$ cat src/rtl/simd_lane_shifter_pipe_if.sv
// ---------------------------------------------------------------------------
// simd_lane_shifter_pipe_if
// Handshake and payload bundle for the pipelined SIMD lane shifter.
//   in_valid / in_ready   : upstream handshake
//   in_data               : operand word (DATA_W)
//   in_mode               : lane split (00 = 4 lanes, 01 = 2 lanes, 1x = 1 lane)
//   in_shamt              : 4 shift fields of SH_W bits, field k for lane k
//   in_tag                : opaque sideband carried with the beat
//   out_valid / out_ready : downstream handshake
//   out_data              : shifted word
//   out_sticky / out_ovf  : per-lane lost-bit and over-shift flags
//   out_mode / out_tag    : mode and tag echoed with the beat
// Modports: master = producer/consumer side (testbench or neighbours),
//           slave  = the shifter itself.
// ---------------------------------------------------------------------------
interface simd_lane_shifter_pipe_if #(
  parameter int DATA_W = 32,
  parameter int SH_W   = 6,
  parameter int TAG_W  = 4
);
  logic                in_valid;
  logic                in_ready;
  logic [DATA_W-1:0]   in_data;
  logic [1:0]          in_mode;
  logic [4*SH_W-1:0]   in_shamt;
  logic [TAG_W-1:0]    in_tag;
  logic                out_valid;
  logic                out_ready;
  logic [DATA_W-1:0]   out_data;
  logic [3:0]          out_sticky;
  logic [3:0]          out_ovf;
  logic [1:0]          out_mode;
  logic [TAG_W-1:0]    out_tag;

  modport master (
    output in_valid, in_data, in_mode, in_shamt, in_tag, out_ready,
    input  in_ready, out_valid, out_data, out_sticky, out_ovf, out_mode, out_tag
  );

  modport slave (
    input  in_valid, in_data, in_mode, in_shamt, in_tag, out_ready,
    output in_ready, out_valid, out_data, out_sticky, out_ovf, out_mode, out_tag
  );
endinterface

$ cat src/rtl/simd_lane_shifter_pipe.sv
// ---------------------------------------------------------------------------
// simd_lane_shifter_pipe
// Splits a DATA_W word into 4, 2 or 1 lanes (by mode) and left-shifts each
// lane by its own amount plus BIAS, zero-filling from the LSB. Bits never
// cross a lane boundary. Per lane it reports sticky (OR of bits pushed past
// the lane MSB) and overflow (effective shift >= lane width).
// Ports:
//   clk   : rising-edge clock
//   rst_n : asynchronous active-low reset
//   bus   : simd_lane_shifter_pipe_if.slave (valid/ready in, valid/ready out)
// Pipeline: STAGES=2 does the coarse shift (multiples of 8) in stage 1 and the
// fine shift (eff[2:0]) in stage 2; STAGES=1 does both before one register.
// Any STAGES value other than 1 builds the two-stage pipe.
// ---------------------------------------------------------------------------
module simd_lane_shifter_pipe #(
  parameter int DATA_W = 32,
  parameter int SH_W   = 6,
  parameter int BIAS   = 1,
  parameter int STAGES = 2,
  parameter int TAG_W  = 4
) (
  input logic                     clk,
  input logic                     rst_n,
  simd_lane_shifter_pipe_if.slave bus
);

  localparam int Q = DATA_W / 4;
  localparam int H = DATA_W / 2;

  typedef logic [SH_W:0] amt_t;

  localparam amt_t Q_W = amt_t'(Q);
  localparam amt_t H_W = amt_t'(H);
  localparam amt_t F_W = amt_t'(DATA_W);

  // Shift a lane held in the low w bits of a DATA_W word left by a.
  // Returns {sticky, result}; result is masked back to w bits. Bits shifted
  // past position w-1 feed the sticky bit. An amount >= w clears the lane and
  // reports the whole lane as lost.
  function automatic logic [DATA_W:0] lane_shl(input logic [DATA_W-1:0] lane,
                                               input amt_t w, input amt_t a);
    logic [2*DATA_W-1:0] ext;
    logic [DATA_W-1:0]   mask;
    mask = ~({DATA_W{1'b1}} << w);
    ext  = {{DATA_W{1'b0}}, lane} << a;
    if (a >= w) lane_shl = {|lane, {DATA_W{1'b0}}};
    else        lane_shl = {|(ext >> w), ext[DATA_W-1:0] & mask};
  endfunction

  // Mode 11 behaves exactly like mode 10.
  function automatic logic [1:0] lane_cfg(input logic [1:0] m);
    lane_cfg = (m == 2'b11) ? 2'b10 : m;
  endfunction

  // ---------------------------------------------------------------- coarse
  amt_t            eff        [4];
  amt_t            coarse_amt [4];
  logic [3:0][2:0] c_fine;
  logic [DATA_W:0] cq [4];
  logic [DATA_W:0] ch [2];
  logic [DATA_W:0] cf;
  logic [DATA_W-1:0] c_word;
  logic [3:0]        c_sticky;
  logic [3:0]        c_ovf;

  // eff is one bit wider than the shift field so shamt + BIAS never wraps.
  for (genvar gi = 0; gi < 4; gi++) begin : g_eff
    assign eff[gi]        = {1'b0, bus.in_shamt[gi*SH_W +: SH_W]} + amt_t'(BIAS);
    assign coarse_amt[gi] = eff[gi] & ~amt_t'(7);
    assign c_fine[gi]     = eff[gi][2:0];
    assign cq[gi] = lane_shl(DATA_W'(bus.in_data[gi*Q +: Q]), Q_W, coarse_amt[gi]);
  end

  for (genvar gi = 0; gi < 2; gi++) begin : g_coarse_half
    assign ch[gi] = lane_shl(DATA_W'(bus.in_data[gi*H +: H]), H_W, coarse_amt[gi]);
  end

  assign cf = lane_shl(bus.in_data, F_W, coarse_amt[0]);

  always_comb begin
    c_word   = '0;
    c_sticky = '0;
    c_ovf    = '0;
    case (lane_cfg(bus.in_mode))
      2'b00: begin
        for (int k = 0; k < 4; k++) begin
          c_word      = c_word | (cq[k][DATA_W-1:0] << (k*Q));
          c_sticky[k] = cq[k][DATA_W];
          c_ovf[k]    = (eff[k] >= Q_W);
        end
      end
      2'b01: begin
        for (int k = 0; k < 2; k++) begin
          c_word      = c_word | (ch[k][DATA_W-1:0] << (k*H));
          c_sticky[k] = ch[k][DATA_W];
          c_ovf[k]    = (eff[k] >= H_W);
        end
      end
      default: begin
        c_word      = cf[DATA_W-1:0];
        c_sticky[0] = cf[DATA_W];
        c_ovf[0]    = (eff[0] >= F_W);
      end
    endcase
  end

  // ------------------------------------------------------ stage plumbing
  logic [DATA_W-1:0] f_word;
  logic [3:0]        f_sticky;
  logic [3:0]        f_ovf;
  logic [3:0][2:0]   f_fine;
  logic [1:0]        f_mode;
  logic [TAG_W-1:0]  f_tag;
  logic              src_valid;

  logic              out_valid_reg;
  logic [DATA_W-1:0] out_data_reg;
  logic [3:0]        out_sticky_reg;
  logic [3:0]        out_ovf_reg;
  logic [1:0]        out_mode_reg;
  logic [TAG_W-1:0]  out_tag_reg;
  logic              out_load;

  // Output stage loads when empty or when its beat leaves this cycle; an
  // empty output stage therefore pulls from stage 1 even with out_ready low.
  assign out_load = src_valid && (!out_valid_reg || bus.out_ready);

  if (STAGES == 1) begin : g_one
    assign bus.in_ready = !out_valid_reg || bus.out_ready;
    assign src_valid    = bus.in_valid;
    assign f_word       = c_word;
    assign f_sticky     = c_sticky;
    assign f_ovf        = c_ovf;
    assign f_fine       = c_fine;
    assign f_mode       = bus.in_mode;
    assign f_tag        = bus.in_tag;
  end else begin : g_two
    logic              s1_valid_reg;
    logic [DATA_W-1:0] s1_word_reg;
    logic [3:0]        s1_sticky_reg;
    logic [3:0]        s1_ovf_reg;
    logic [3:0][2:0]   s1_fine_reg;
    logic [1:0]        s1_mode_reg;
    logic [TAG_W-1:0]  s1_tag_reg;
    logic              accept;

    // Ready ripples combinationally from out_ready; there is no skid buffer.
    assign bus.in_ready = !s1_valid_reg || out_load;
    assign accept       = bus.in_valid && bus.in_ready;

    always_ff @(posedge clk or negedge rst_n) begin
      if (!rst_n) begin
        s1_valid_reg  <= 1'b0;
        s1_word_reg   <= '0;
        s1_sticky_reg <= '0;
        s1_ovf_reg    <= '0;
        s1_fine_reg   <= '0;
        s1_mode_reg   <= '0;
        s1_tag_reg    <= '0;
      end else begin
        if (accept)        s1_valid_reg <= 1'b1;
        else if (out_load) s1_valid_reg <= 1'b0;
        if (accept) begin
          s1_word_reg   <= c_word;
          s1_sticky_reg <= c_sticky;
          s1_ovf_reg    <= c_ovf;
          s1_fine_reg   <= c_fine;
          s1_mode_reg   <= bus.in_mode;
          s1_tag_reg    <= bus.in_tag;
        end
      end
    end

    assign src_valid = s1_valid_reg;
    assign f_word    = s1_word_reg;
    assign f_sticky  = s1_sticky_reg;
    assign f_ovf     = s1_ovf_reg;
    assign f_fine    = s1_fine_reg;
    assign f_mode    = s1_mode_reg;
    assign f_tag     = s1_tag_reg;
  end

  // ------------------------------------------------------------------ fine
  logic [DATA_W:0]   fq [4];
  logic [DATA_W:0]   fh [2];
  logic [DATA_W:0]   ff;
  logic [DATA_W-1:0] r_word;
  logic [3:0]        r_sticky;

  for (genvar gi = 0; gi < 4; gi++) begin : g_fine_quarter
    assign fq[gi] = lane_shl(DATA_W'(f_word[gi*Q +: Q]), Q_W, amt_t'(f_fine[gi]));
  end

  for (genvar gi = 0; gi < 2; gi++) begin : g_fine_half
    assign fh[gi] = lane_shl(DATA_W'(f_word[gi*H +: H]), H_W, amt_t'(f_fine[gi]));
  end

  assign ff = lane_shl(f_word, F_W, amt_t'(f_fine[0]));

  // Final sticky = bits lost in the coarse step OR bits lost in the fine step.
  always_comb begin
    r_word   = '0;
    r_sticky = '0;
    case (lane_cfg(f_mode))
      2'b00: begin
        for (int k = 0; k < 4; k++) begin
          r_word      = r_word | (fq[k][DATA_W-1:0] << (k*Q));
          r_sticky[k] = f_sticky[k] | fq[k][DATA_W];
        end
      end
      2'b01: begin
        for (int k = 0; k < 2; k++) begin
          r_word      = r_word | (fh[k][DATA_W-1:0] << (k*H));
          r_sticky[k] = f_sticky[k] | fh[k][DATA_W];
        end
      end
      default: begin
        r_word      = ff[DATA_W-1:0];
        r_sticky[0] = f_sticky[0] | ff[DATA_W];
      end
    endcase
  end

  // ---------------------------------------------------------- output stage
  always_ff @(posedge clk or negedge rst_n) begin
    if (!rst_n) begin
      out_valid_reg  <= 1'b0;
      out_data_reg   <= '0;
      out_sticky_reg <= '0;
      out_ovf_reg    <= '0;
      out_mode_reg   <= '0;
      out_tag_reg    <= '0;
    end else begin
      if (out_load)           out_valid_reg <= 1'b1;
      else if (bus.out_ready) out_valid_reg <= 1'b0;
      if (out_load) begin
        out_data_reg   <= r_word;
        out_sticky_reg <= r_sticky;
        out_ovf_reg    <= f_ovf;
        out_mode_reg   <= f_mode;
        out_tag_reg    <= f_tag;
      end
    end
  end

  assign bus.out_valid  = out_valid_reg;
  assign bus.out_data   = out_data_reg;
  assign bus.out_sticky = out_sticky_reg;
  assign bus.out_ovf    = out_ovf_reg;
  assign bus.out_mode   = out_mode_reg;
  assign bus.out_tag    = out_tag_reg;

endmodule

$ cat src/flat_wrapper.sv
// flat-port wrapper written by rule: the top's interface ports become plain ports
module simd_lane_shifter_pipe_flat 
#(
  parameter int DATA_W = 32,
  parameter int SH_W   = 6,
  parameter int BIAS   = 1,
  parameter int STAGES = 2,
  parameter int TAG_W  = 4
)
  (clk, rst_n, bus_in_valid, bus_in_data, bus_in_mode, bus_in_shamt, bus_in_tag, bus_out_ready, bus_in_ready, bus_out_valid, bus_out_data, bus_out_sticky, bus_out_ovf, bus_out_mode, bus_out_tag);
  simd_lane_shifter_pipe_if #(.DATA_W(DATA_W), .SH_W(SH_W), .TAG_W(TAG_W)) bus_i ();
  input logic clk;
  input logic rst_n;
  input wire logic [$bits(bus_i.in_valid)-1:0] bus_in_valid;
  input wire logic [$bits(bus_i.in_data)-1:0] bus_in_data;
  input wire logic [$bits(bus_i.in_mode)-1:0] bus_in_mode;
  input wire logic [$bits(bus_i.in_shamt)-1:0] bus_in_shamt;
  input wire logic [$bits(bus_i.in_tag)-1:0] bus_in_tag;
  input wire logic [$bits(bus_i.out_ready)-1:0] bus_out_ready;
  output wire logic [$bits(bus_i.in_ready)-1:0] bus_in_ready;
  output wire logic [$bits(bus_i.out_valid)-1:0] bus_out_valid;
  output wire logic [$bits(bus_i.out_data)-1:0] bus_out_data;
  output wire logic [$bits(bus_i.out_sticky)-1:0] bus_out_sticky;
  output wire logic [$bits(bus_i.out_ovf)-1:0] bus_out_ovf;
  output wire logic [$bits(bus_i.out_mode)-1:0] bus_out_mode;
  output wire logic [$bits(bus_i.out_tag)-1:0] bus_out_tag;
  assign bus_i.in_valid = bus_in_valid;
  assign bus_i.in_data = bus_in_data;
  assign bus_i.in_mode = bus_in_mode;
  assign bus_i.in_shamt = bus_in_shamt;
  assign bus_i.in_tag = bus_in_tag;
  assign bus_i.out_ready = bus_out_ready;
  assign bus_in_ready = bus_i.in_ready;
  assign bus_out_valid = bus_i.out_valid;
  assign bus_out_data = bus_i.out_data;
  assign bus_out_sticky = bus_i.out_sticky;
  assign bus_out_ovf = bus_i.out_ovf;
  assign bus_out_mode = bus_i.out_mode;
  assign bus_out_tag = bus_i.out_tag;
  simd_lane_shifter_pipe #(.DATA_W(DATA_W), .SH_W(SH_W), .BIAS(BIAS), .STAGES(STAGES), .TAG_W(TAG_W)) u_core (.clk(clk), .rst_n(rst_n), .bus(bus_i));
endmodule
$ cat config.mk
export PLATFORM = sky130hd
export DESIGN_NAME = simd_lane_shifter_pipe_flat
export DESIGN_NICKNAME = d
export VERILOG_FILES = /design/src/rtl/simd_lane_shifter_pipe_if.sv /design/src/rtl/simd_lane_shifter_pipe.sv /design/src/flat_wrapper.sv
export SDC_FILE = /design/constraint.sdc
export NUM_CORES = 1
export LEC_CHECK = 0
export ABC_AREA = 1
export BUFFER_PORTS_ARGS = -buffer_cell sky130_fd_sc_hd__buf_2
export CAP_MARGIN = 0
export CORE_MARGIN = 2
export CORE_UTILIZATION = 25
export CTS_CLUSTER_SIZE = 20
export DETAILED_ROUTE_END_ITERATION = 12
export SLEW_MARGIN = 20
export SYNTH_ARGS = -nofsm -noshare
export SYNTH_HDL_FRONTEND = slang
export SYNTH_SLANG_ARGS = --single-unit
$ cat constraint.sdc
create_clock -name clk -period 1.7 [get_ports clk]
set_clock_uncertainty 0.2 [all_clocks]
set_input_delay 0.34 -clock clk [delete_from_list [all_inputs] [get_ports clk]]
set_output_delay 0.34 -clock clk [all_outputs]
set_load 0.01 [all_outputs]
# ---- Yosys cells after proc, flatten, opt, wreduce, memory -nomap -nowiden
# Index checks and enable logic that the tools add are counted.
dict set report op_classes {
  n_reduce_logical 31
  div_mod_pow 0
  magnitude_cmp 14
  bitwise 15
  n_mul 0
  n_eq_ne 4
  shift 14
  mux 24
  addsub 4
}
# cell n
set op_table {}
lappend op_table {{56-bit OR reduction} 8}
lappend op_table {{8-bit by 3-bit << shifter with 64-bit output} 4}
lappend op_table {{8-bit by 7-bit << shifter with 64-bit output} 4}
lappend op_table {{33-bit two-way mux} 7}
lappend op_table {{48-bit OR reduction} 4}
lappend op_table {{32-bit OR} 5}
lappend op_table {{32-bit one-hot mux with 2 select lines} 2}
lappend op_table {{16-bit by 3-bit << shifter with 64-bit output} 2}
lappend op_table {{16-bit by 7-bit << shifter with 64-bit output} 2}
lappend op_table {{32-bit OR reduction} 3}
lappend op_table {{32-bit by 3-bit << shifter with 64-bit output} 1}
lappend op_table {{32-bit by 7-bit << shifter with 64-bit output} 1}
lappend op_table {{7-bit by 4-bit >= comparator with 1-bit output, second input constant} 8}
lappend op_table {{16-bit by 32-bit OR with 32-bit output} 1}
lappend op_table {{32-bit by 24-bit OR with 32-bit output} 1}
lappend op_table {{16-bit OR reduction} 2}
lappend op_table {{8-bit OR reduction} 4}
lappend op_table {{6-bit by 1-bit adder with 7-bit output, second input constant} 4}
lappend op_table {{7-bit by 5-bit >= comparator with 1-bit output, second input constant} 4}
lappend op_table {{8-bit by 16-bit OR with 16-bit output} 1}
lappend op_table {{7-bit by 6-bit >= comparator with 1-bit output, second input constant} 2}
lappend op_table {{1-bit one-hot mux with 2 select lines} 6}
lappend op_table {{2-bit two-way mux} 5}
lappend op_table {{1-bit OR} 7}
lappend op_table {{other kinds (8)} 18}
dict set report totals {
  output_inout_bits 48
  in_bits 66
  regBits 106
  elab_cells 122
  latch_bits 0
  mem_bits_rw 0
  romBits 0
  mem_count 0
}

# ---- Longest topological paths before layout
# Gate-level depths: netlist of run 1.
dict set report depth {
  ltp_word 8
  ltp_mapped 15
  ltp_nobuf 14
}

# ---- Worst setup path before layout of run 1
# No wires, ideal clock.
dict set report synth_timing {
  path_kind {input port to flip-flop}
  startpoint {input port bus_in_shamt[0]}
  endpoint {register u_core.g_two.s1_sticky_reg[0], in the netlist u_core.f_sticky[0]}
  path_stages 15
  path_slack_ns -0.160
  path_buffers 1
  setup_ns 0.122
  required_time_ns 1.378
  arrival_ns 1.538
  cell_sequence {ha_1 nand2_1 nor2_1 nand2_1 nand2_1 buf_2 nand2_1 nand2_1 nand2_1 nor2_1 nand2_1 nor2_1 nor2_1 nor2_1 a21oi_1}
}
dict set report synth_between {
  elab_chain_cells 5
  elab_cells_between_ends 14
  cone_classes {1 x add/sub; 3 x order compare; 3 x shift; 4 x mux; 3 x reduce/logical}
}
# element line
set synth_rtl {}
lappend synth_rtl {{start: declaration} flat_wrapper.sv:17} ;# input wire logic [$bits(bus_i.in_shamt)-1:0] bus_in_shamt;
lappend synth_rtl {{6-bit by 1-bit adder with 7-bit output (*)} simd_lane_shifter_pipe.sv:68} ;# assign eff[gi] = {1'b0, bus.in_shamt[gi*SH_W +: SH_W]} + amt_t'(BIAS);
lappend synth_rtl {{32-bit by 7-bit << shifter with 64-bit output (tied with other cells)} simd_lane_shifter_pipe.sv:45} ;# ext = {{DATA_W{1'b0}}, lane} << a;
lappend synth_rtl {{32-bit OR reduction (tied with other cells)} simd_lane_shifter_pipe.sv:47} ;# else lane_shl = {|(ext >> w), ext[DATA_W-1:0] & mask};
lappend synth_rtl {{33-bit two-way mux} simd_lane_shifter_pipe.sv:46} ;# if (a >= w) lane_shl = {|lane, {DATA_W{1'b0}}};
lappend synth_rtl {{1-bit one-hot mux with 2 select lines (*)} simd_lane_shifter_pipe.sv:84} ;# case (lane_cfg(bus.in_mode))
lappend synth_rtl {{end signal: assignment} simd_lane_shifter_pipe.sv:165} ;# s1_sticky_reg <= c_sticky;
lappend synth_rtl {{end: declaration} simd_lane_shifter_pipe.sv:140} ;# logic [3:0] s1_sticky_reg;
# Every way passes the cells marked *; elsewhere a longest branch is shown, timed or not.
# A chain may end at the register's enable or synchronous reset.

# ---- Final worst setup path of run 1
dict set report layout_timing {
  startpoint {register u_core.g_two.s1_fine_reg (netlist bit u_core.f_fine[0])}
  endpoint {register u_core.out_data_reg[21], in the netlist u_core.bus.out_data[21]}
}
dict set report layout_between {
  elab_chain_cells 2
}
# element line
set layout_rtl {}
lappend layout_rtl {{start: declaration} simd_lane_shifter_pipe.sv:142} ;# logic [3:0][2:0] s1_fine_reg;
lappend layout_rtl {{start signal: assignment} simd_lane_shifter_pipe.sv:167} ;# s1_fine_reg <= c_fine;
lappend layout_rtl {{32-bit by 3-bit << shifter with 64-bit output} simd_lane_shifter_pipe.sv:45}
lappend layout_rtl {{32-bit one-hot mux with 2 select lines} simd_lane_shifter_pipe.sv:204} ;# case (lane_cfg(f_mode))
lappend layout_rtl {{end signal: assignment} simd_lane_shifter_pipe.sv:237} ;# out_data_reg <= r_word;
lappend layout_rtl {{end: declaration} simd_lane_shifter_pipe.sv:117} ;# logic [DATA_W-1:0] out_data_reg;
# No other way between the ends.

==> metrics.md, run 1 <==
| Metric | Value |
|---|---|
| CP required | 1.79 ns |
| Vias | 10000 |
| Worst hold-check path type | input port to flop |
| Mapped Cells | 1231 |
| Sink Count | 106 |
| Asr flop ratio synth | 100% |
| Total Routing Usage GR | 20.2% |
| Post-synth EDFFs | 0 |
| H-Tree Depth | 3 |
| Internal power | 0.00736 W |
| Psw | 0.00545 W |
| Flop pwr share | 27.9% |
| Grt total ovfl | 0 |
| Largest net degree at the start of global routing | 45 |
| Die span in x | 183 µm |
| Area after DPL | 11000 µm² |
| Synth Net Count | 1302 |
| Critical path launch point type | flop |
| Worst setup margin | -0.286 ns |
| # IOs | 114 |
| CP arrival | 2.08 ns |
| Share of cells above drive strength 1 | 46.0% |
| DPL Wire Length | 26100 µm |
| Synth cell types | 45 |
| Post-DR wirelength/cell | 17.3 µm |
| # rows | 65 |
| Post-synth top area share | 33.2% |
| Worst rel slew slack | 72.4% |
| Crit Path Max Fanout | 13 |
| Vias per inst | 4.96 |
| Synth-to-layout area growth | 66.6% |
| Total die area | 33400 µm² |
| Die H | 183 µm |
| CTS tree | done |
| Worst-Margin Slew | 0.409 ns |
| Clock power frac | 17.1% |
| Total CTS buffers | 9 |
| Drc violations | 0 |
| Synth Register Bits | 106 |
| Switching Share | 42.5% |
| Layout Nets | 1689 |
| Final Hold Vio Count | 0 |
| First-pass GRT wire length | 52900 µm |
| FMAX | 504 MHz |
| Clock slew at reported path FFs | 0.08 ns |
| Count of final setup violators | 29 |
| CTS max path bufs | 2 |
| P per Cell Area | 963 nW/µm² |
| Crit share post-route | 117% |
| Max VDD drop | 0.590 mV |
| Failing checks | negative setup slack |
| Slew Viols, Final | 0 |
| Synth area leaders | dfrtp_1 (33%), nand2_1 (18%), o21ai_0 (12%) |
| Most common cell in the netlist | nand2_1 |
| Core Box Area | 31500 µm² |
| Main flop type after synthesis | dfrtp_1 |
| Worst Setup End Kind | flop |
| Syn Area/Cell | 6.49 µm² |
| I/O Buffers | 113 |
| Total power | 0.0128 W |
| Starting Density | 25.4% |
| Outcome | finished with violations |
| Fin area | 13300 µm² |
| Sequential fraction of the synthesis area | 33.2% |
| List of most frequent post-synthesis cells | nand2_1 (387), o21ai_0 (195), dfrtp_1 (106) |
| Final worst path period need | 1.99 ns |
| Post-route ant nets | 0 |
| RSZ-0062 raised after global routing | yes |
| Synth area leader | dfrtp_1 |
| Yosys Warn Count | 0 |
| Gate power share | 55.0% |
| Syn Std Cell Area | 7990 µm² |
| Iteration-0 DRC Markers | 740 |
| DRT Pass-1 Iters | 7 |
| Final GP Congestion | 0.931 |
| Initial antenna violation count | 0 |
| Vias in the first global route | 9289 |
| Reported max-cap violation count | 0 |
| Diodes inserted | 0 |
| Leak | 6.26 nW |
| Worst hold slack after final layout | 0.00246 ns |
| Total wire length | 35100 µm |
| Clk_lat worst skew | 0.37 ns |
| Setup Crit Path Kind | flop to flop |
| Root Driver | clkbuf_16 |
final timing paths:
check	startpoint	to	slack, ns	depth (start not counted)
hold / removal	bus_in_tag[2]	u_core.f_tag[2]	0.002	3
setup / recovery	u_core.f_fine[0]	u_core.bus.out_data[21]	-0.29	7
setup reg to reg	u_core.f_fine[0]	u_core.bus.out_data[21]	-0.29	7
min in group asynchronous	rst_n	u_core.bus.out_data[17]	0.15	2
hold reg to reg	u_core.bus.out_data[29]	u_core.bus.out_data[29]	0.28	2
max in group asynchronous	rst_n	u_core.f_word[28]	0.64	3
critical path: stages, from the launching register on:
cell     delay, ns
dfrtp_2       0.46
buf_12        0.16
buf_16        0.16
o21ai_2       0.25
mux2i_1       0.17
a21oi_1       0.14
o21ai_0       0.19
a21oi_1       0.18
through the flow:
step / instances / util [%] / worst slack [ns] / setup TNS (ns)
after floorplan: 1231 / - / -0.0621 / -0.578
after global placement: 1945 / 34.8 / -0.578 / -20.56
after detailed placement: 1945 / 34.8 / -0.597 / -21.31
after CTS: 1997 / 38.7 / -0.251 / -4.65
after global routing: 2025 / 42.3 / -0.361 / -7.49
final: 2025 / 42.3 / -0.286 / -4.78
metal layers:
layer,track usage [%],share of wire [%],vias to the layer above
li1,-,-,4922
met1,29.6,47,4785
met2,31.8,46,296
met3,2.36,4.8,44
met4,4.52,2.0,0
met5,0,0,-
layout make-up:
cell class                 count  area (µm²)
timing repair inverter         1        5.00
tap                          402         503
inverter                     109         428
clock buffer                   9         225
fill                        3208       18200
clock inverter                 7        81.3
multi-input combinational    950        5820
timing repair buffer         441        3580
sequential                   106        2660
logic make-up after synthesis:
family	count (synthesis)	synth area share, %
flops	106	33.2
fa+ha+maj	5	0.783
buf+inv	176	9.20
mux	20	2.51
xor+xnor	2	0.219
simple gates	601	31.3
compound gates	321	22.8
layout by cell type (no fill, tap or decap), types with 8 or more instances in the layout:
cell type / count
a22oi_1: 10
o211ai_1: 13
buf_2: 108
nor2_1: 83
buf_6: 26
nand2_1: 307
nand3_1: 39
nand2_4: 16
nand4_1: 25
o21ai_0: 65
nand3_2: 18
dfrtp_1: 98
a21oi_2: 12
o22ai_1: 12
o21ai_1: 56
inv_1: 88
clkbuf_16: 12
a21oi_1: 21
buf_12: 20
nand2_2: 64
nor2_2: 12
mux2i_1: 8
or2_2: 11
inv_2: 15
dfrtp_2: 8
buf_4: 271
o21ai_4: 13
a31oi_1: 21
o21ai_2: 64
power groups by stage:
stage	Clock [W]	Sequential, W	Combinational [W]
2_1_floorplan	0	0.00365	0.00251
3_3_place_gp	0	0.00357	0.00536
3_5_place_dp	0	0.00358	0.00540
4_1_cts	0.00224	0.00353	0.00623
5_1_grt	0.00234	0.00365	0.00762
6_report	0.00219	0.00357	0.00705
what timing repair did:
action	in CTS	in global routing
hold buffers	4	0
setup buffers	29	30
endpoints found under the setup margin	43	67
pin swaps	48	91
resized for setup	234	240
cloned	6	5
endpoints found under the hold margin	109	0
Power figures use the tool's default switching activity.
==> run 2: changes to the inputs <==
Settings changed: ABC_AREA 1 to not set, CAP_MARGIN 0 to 20.
==> metrics.md, run 2 <==
| Metric | Value |
|---|---|
| Outcome | finished with violations |
| Failing checks | negative setup slack |
| Synth-to-layout area growth | 66.3% |
| Total wire length | 31200 µm (-11%) |
| Synth cell types | 62 (+38%) |
| Grt total ovfl | 0 (unchanged) |
| Synth Net Count | 965 (-26%) |
| Asr flop ratio synth | 100% (unchanged) |
| Synth area leader | dfrtp_1 |
| Final GP Congestion | 0.910 (-2.2%) |
| Slew Viols, Final | 0 (unchanged) |
| Count of final setup violators | 66 (+130%) |
| DPL Wire Length | 23600 µm (-9.5%) |
| Total power | 0.0113 W (-12%) |
| Post-synth top area share | 34.0% (+0.82 points) |
| Post-route ant nets | 0 (unchanged) |
| DRT Pass-1 Iters | 7 (unchanged) |
| Psw | 0.00427 W (-22%) |
| Start point of the critical path | u_core.f_fine[0] |
| Die H | 181 µm (-1.2%) |
| CTS tree | done |
| Hold Path Depth | 2 (-1) |
| Mapped Cells | 894 (-27%) |
| Critical path depth | 7 (unchanged) |
| Max VDD drop | 0.579 mV (-1.8%) |
| Total Routing Usage GR | 18.9% (-1.3 points) |
| Worst setup margin | -0.554 ns (-0.268 ns) |
| Layout Nets | 1331 (-21%) |
| Sink Count | 106 (unchanged) |
| Crit Path Max Fanout | 13 (unchanged) |
| Critical path buffers and inverters | 1 (-1) |
| Iteration-0 DRC Markers | 597 (-19%) |
| Worst-Margin Slew | 0.464 ns (+0.0544 ns) |
| Worst Setup End Kind | flop |
| First-pass GRT wire length | 49400 µm (-6.7%) |
| Max stage delay cell, worst path | dfrtp_2 |
| Internal power | 0.00703 W (-4.5%) |
| # rows | 64 (-1.5%) |
| Leak | 5.74 nW (-8.3%) |
| Met3 routed WL | 1630 µm (-3.0%) |
| Crit share post-route | 133% (+16 points) |
| Core Box Area | 30700 µm² (-2.6%) |
| DRT met1 WL | 14300 µm (-14%) |
| I/O Buffers | 113 (unchanged) |
| Main flop type after synthesis | dfrtp_1 |
| R2R cell count | 7 (unchanged) |
| Drc violations | 0 (unchanged) |
| Most common cell in the netlist | nand2_1 |
| Synth Register Bits | 106 (unchanged) |
| Worst rel slew slack | 69.1% (-3.3 points) |
| Die span in x | 181 µm (-1.2%) |
| Top Metal Used | met4 |
| Share of cells above drive strength 1 | 55.7% (+9.7 points) |
| Synth area leaders | dfrtp_1 (34%), mux2i_1 (8.7%), nand2_1 (8.5%) |
| FILL cells | 2903 (-9.5%) |
| Switching Share | 37.8% (-4.7 points) |
| Most frequent cells in the layout | buf_4 (242), nand2_1 (158), buf_2 (109) |
| Largest net degree at the start of global routing | 56 (+24%) |
| CP arrival | 2.30 ns (+0.22 ns) |
| Final cell count without fillers | 1661 (-18%) |
| Gate power share | 50.3% (-4.7 points) |
| Yosys Warn Count | 0 (unchanged) |
| H-Tree Depth | 3 (unchanged) |
| Reg-to-reg slack, setup | -0.55 ns (-0.27 ns) |
| Clock power frac | 19.9% (+2.8 points) |
| Post-synth EDFFs | 0 (unchanged) |
| Clk_lat worst skew | 0.36 ns (about the same) |
| Sequential fraction of the synthesis area | 34.0% (+0.82 points) |
| Most common cell after layout, fill and taps aside | buf_4 |
| Syn Area/Cell | 8.72 µm² (+34%) |
| DR WL met2 | 14700 µm (-8.9%) |
| Post-DR wirelength/cell | 18.8 µm (+8.4%) |
| End of the worst register-to-register path | u_core.bus.out_sticky[0] |
| Vias in the first global route | 8622 (-7.2%) |
| Syn Std Cell Area | 7790 µm² (-2.4%) |
| FF/Latch Area | 2670 µm² (+0.33%) |
| # IOs | 114 (unchanged) |
| Worst hold-check path type | input port to flop |
| Diodes inserted | 0 (unchanged) |
| Setup_tns | -13.31 ns (-8.53 ns) |
| Setup Crit Path Kind | flop to flop |
| List of most frequent post-synthesis cells | nand2_1 (176), dfrtp_1 (106), o21ai_0 (100) |
| Initial antenna violation count | 0 (unchanged) |
| Total CTS buffers | 9 (unchanged) |
| Fin area | 13000 µm² (-2.6%) |
| Root Driver | clkbuf_16 |
| P per Cell Area | 872 nW/µm² (-9.4%) |
| Final worst path period need | 2.25 ns (+0.268 ns) |
| Starting Density | 25.4% (+0.041 points) |
| Area occupied by multi-input gates | 5950 µm² (+2.1%) |
| Total die area | 32600 µm² (-2.3%) |
| Final Hold Vio Count | 0 (unchanged) |
| FMAX | 444 MHz (-12%) |
| Area after DPL | 10900 µm² (-0.21%) |
| Reg2reg start | u_core.f_fine[0] |
| CP required | 1.75 ns (-0.04 ns) |
| Vias | 8502 (-15%) |
| Reported max-cap violation count | 0 (unchanged) |
| CP cell instances | buf_12 -> mux2_4 -> mux2i_2 -> nand4_1 -> a221oi_2 -> nor2b_1 -> o32a_1 |
| Critical Path Max Stage Delay | 0.46 ns (about the same) |
| Clock slew at reported path FFs | 0.08 ns (about the same) |
| Placed insts | 1599 (-18%) |
| Largest delay share family, worst path | compound AO/OA/AOI/OAI gates |
| Vias per inst | 5.12 (+3.2%) |
| Flop pwr share | 29.8% (+1.9 points) |
| RSZ-0062 raised after global routing | yes |
| Worst Setup EP | u_core.bus.out_sticky[0] |
| Critical path launch point type | flop |
| CTS max path bufs | 2 (unchanged) |
## run 2: changes by cell type in the layout (fill, tap and decap cells not counted), moves of 29 or more
cell	previous run	this run
o21ai_0	65	24
nand2_1	307	158
buf_4	271	242
nand2_2	64	15
o21ai_2	64	26
inv_1	88	20
nor2_1	83	44
## run 2: worst register-to-register path, cell delays in order, from the launching register on
cell and delay (ns):
dfrtp_2 0.46, buf_12 0.17, mux2_4 0.32, mux2i_2 0.18, nand4_1 0.14, a221oi_2 0.25, nor2b_1 0.08, o32a_1 0.34
## run 2: routing by layer
metal / GRT usage, % / vias up
li1: - / 4009
met1: 26.1 / 4180
met2: 30.5 / 269
met3: 3.11 / 44
met4: 5.58 / 0
met5: 0 / -
## run 2: how the worst min path moves through the flow
| stage | endpoint | from | slack (ns) |
|---|---|---|---|
| finish | u_core.g_two.s1_valid_reg | bus_in_valid | 0.02 |
| global route | u_core.g_two.s1_valid_reg | bus_in_valid | 0.04 |
| CTS | u_core.g_two.s1_valid_reg | bus_in_valid | 0.02 |
| detailed placement | u_core.bus.out_data[7] | rst_n | 0.05 |
| global placement | u_core.bus.out_data[7] | rst_n | 0.04 |
| floorplan | u_core.bus.out_data[0] | rst_n | -0.16 |
## run 2: logic make-up (layout without fill, tap and decap cells)
| logic type | count (synthesis) | count (layout) | synth area share (%) |
|---|---|---|---|
| AOI/OAI and AO/OA | 260 | 260 | 21.6 |
| adders and majority gates | 5 | 5 | 0.803 |
| buffers and inverters | 92 | 463 | 4.99 |
| xor gates and xnor gates | 8 | 8 | 1.14 |
| and+or+nand+nor | 300 | 300 | 17.1 |
| muxes | 123 | 123 | 20.3 |
| DFF | 106 | 106 | 34.0 |
## run 2: stage by stage
stage / hold slack (ns) / utilization, % / setup slack, ns
after floorplan: -0.156 / - / -0.327
final: 0.0226 / 42.3 / -0.554
after global placement: 0.0447 / 35.7 / -0.552
after detailed placement: 0.0463 / 35.7 / -0.578
after CTS: 0.0169 / 40.0 / -0.530
after global routing: 0.0378 / 42.3 / -0.615
## run 2: what timing repair did
| item | 4_1_cts | 5_1_grt |
|---|---|---|
| pin swaps | 68 | 65 |
| setup endpoints to repair | 72 | 78 |
| setup buffers | 38 | 12 |
| endpoints found under the hold margin | 19 | 0 |
| hold buffers | 5 | 0 |
| gates cloned | 3 | 0 |
| resized for setup | 171 | 157 |
## run 2: power by group through the flow
stage | sequential, W | combinational (W) | clock [W]
final | 0.00337 | 0.00568 | 0.00225
after global routing | 0.00344 | 0.00607 | 0.00237
after CTS | 0.00336 | 0.00516 | 0.00228
after detailed placement | 0.00339 | 0.00446 | 0
after global placement | 0.00337 | 0.00445 | 0
after floorplan | 0.00335 | 0.00231 | 0
## run 2: area by class of cell
cell class / instances / area share (%)
tap: 396 / 3.82
sequential: 106 / 20.6
multi-input combinational: 696 / 45.9
clock inverter: 6 / 0.550
timing repair buffer: 427 / 26.7
inverter: 20 / 0.579
clock buffer: 10 / 1.84
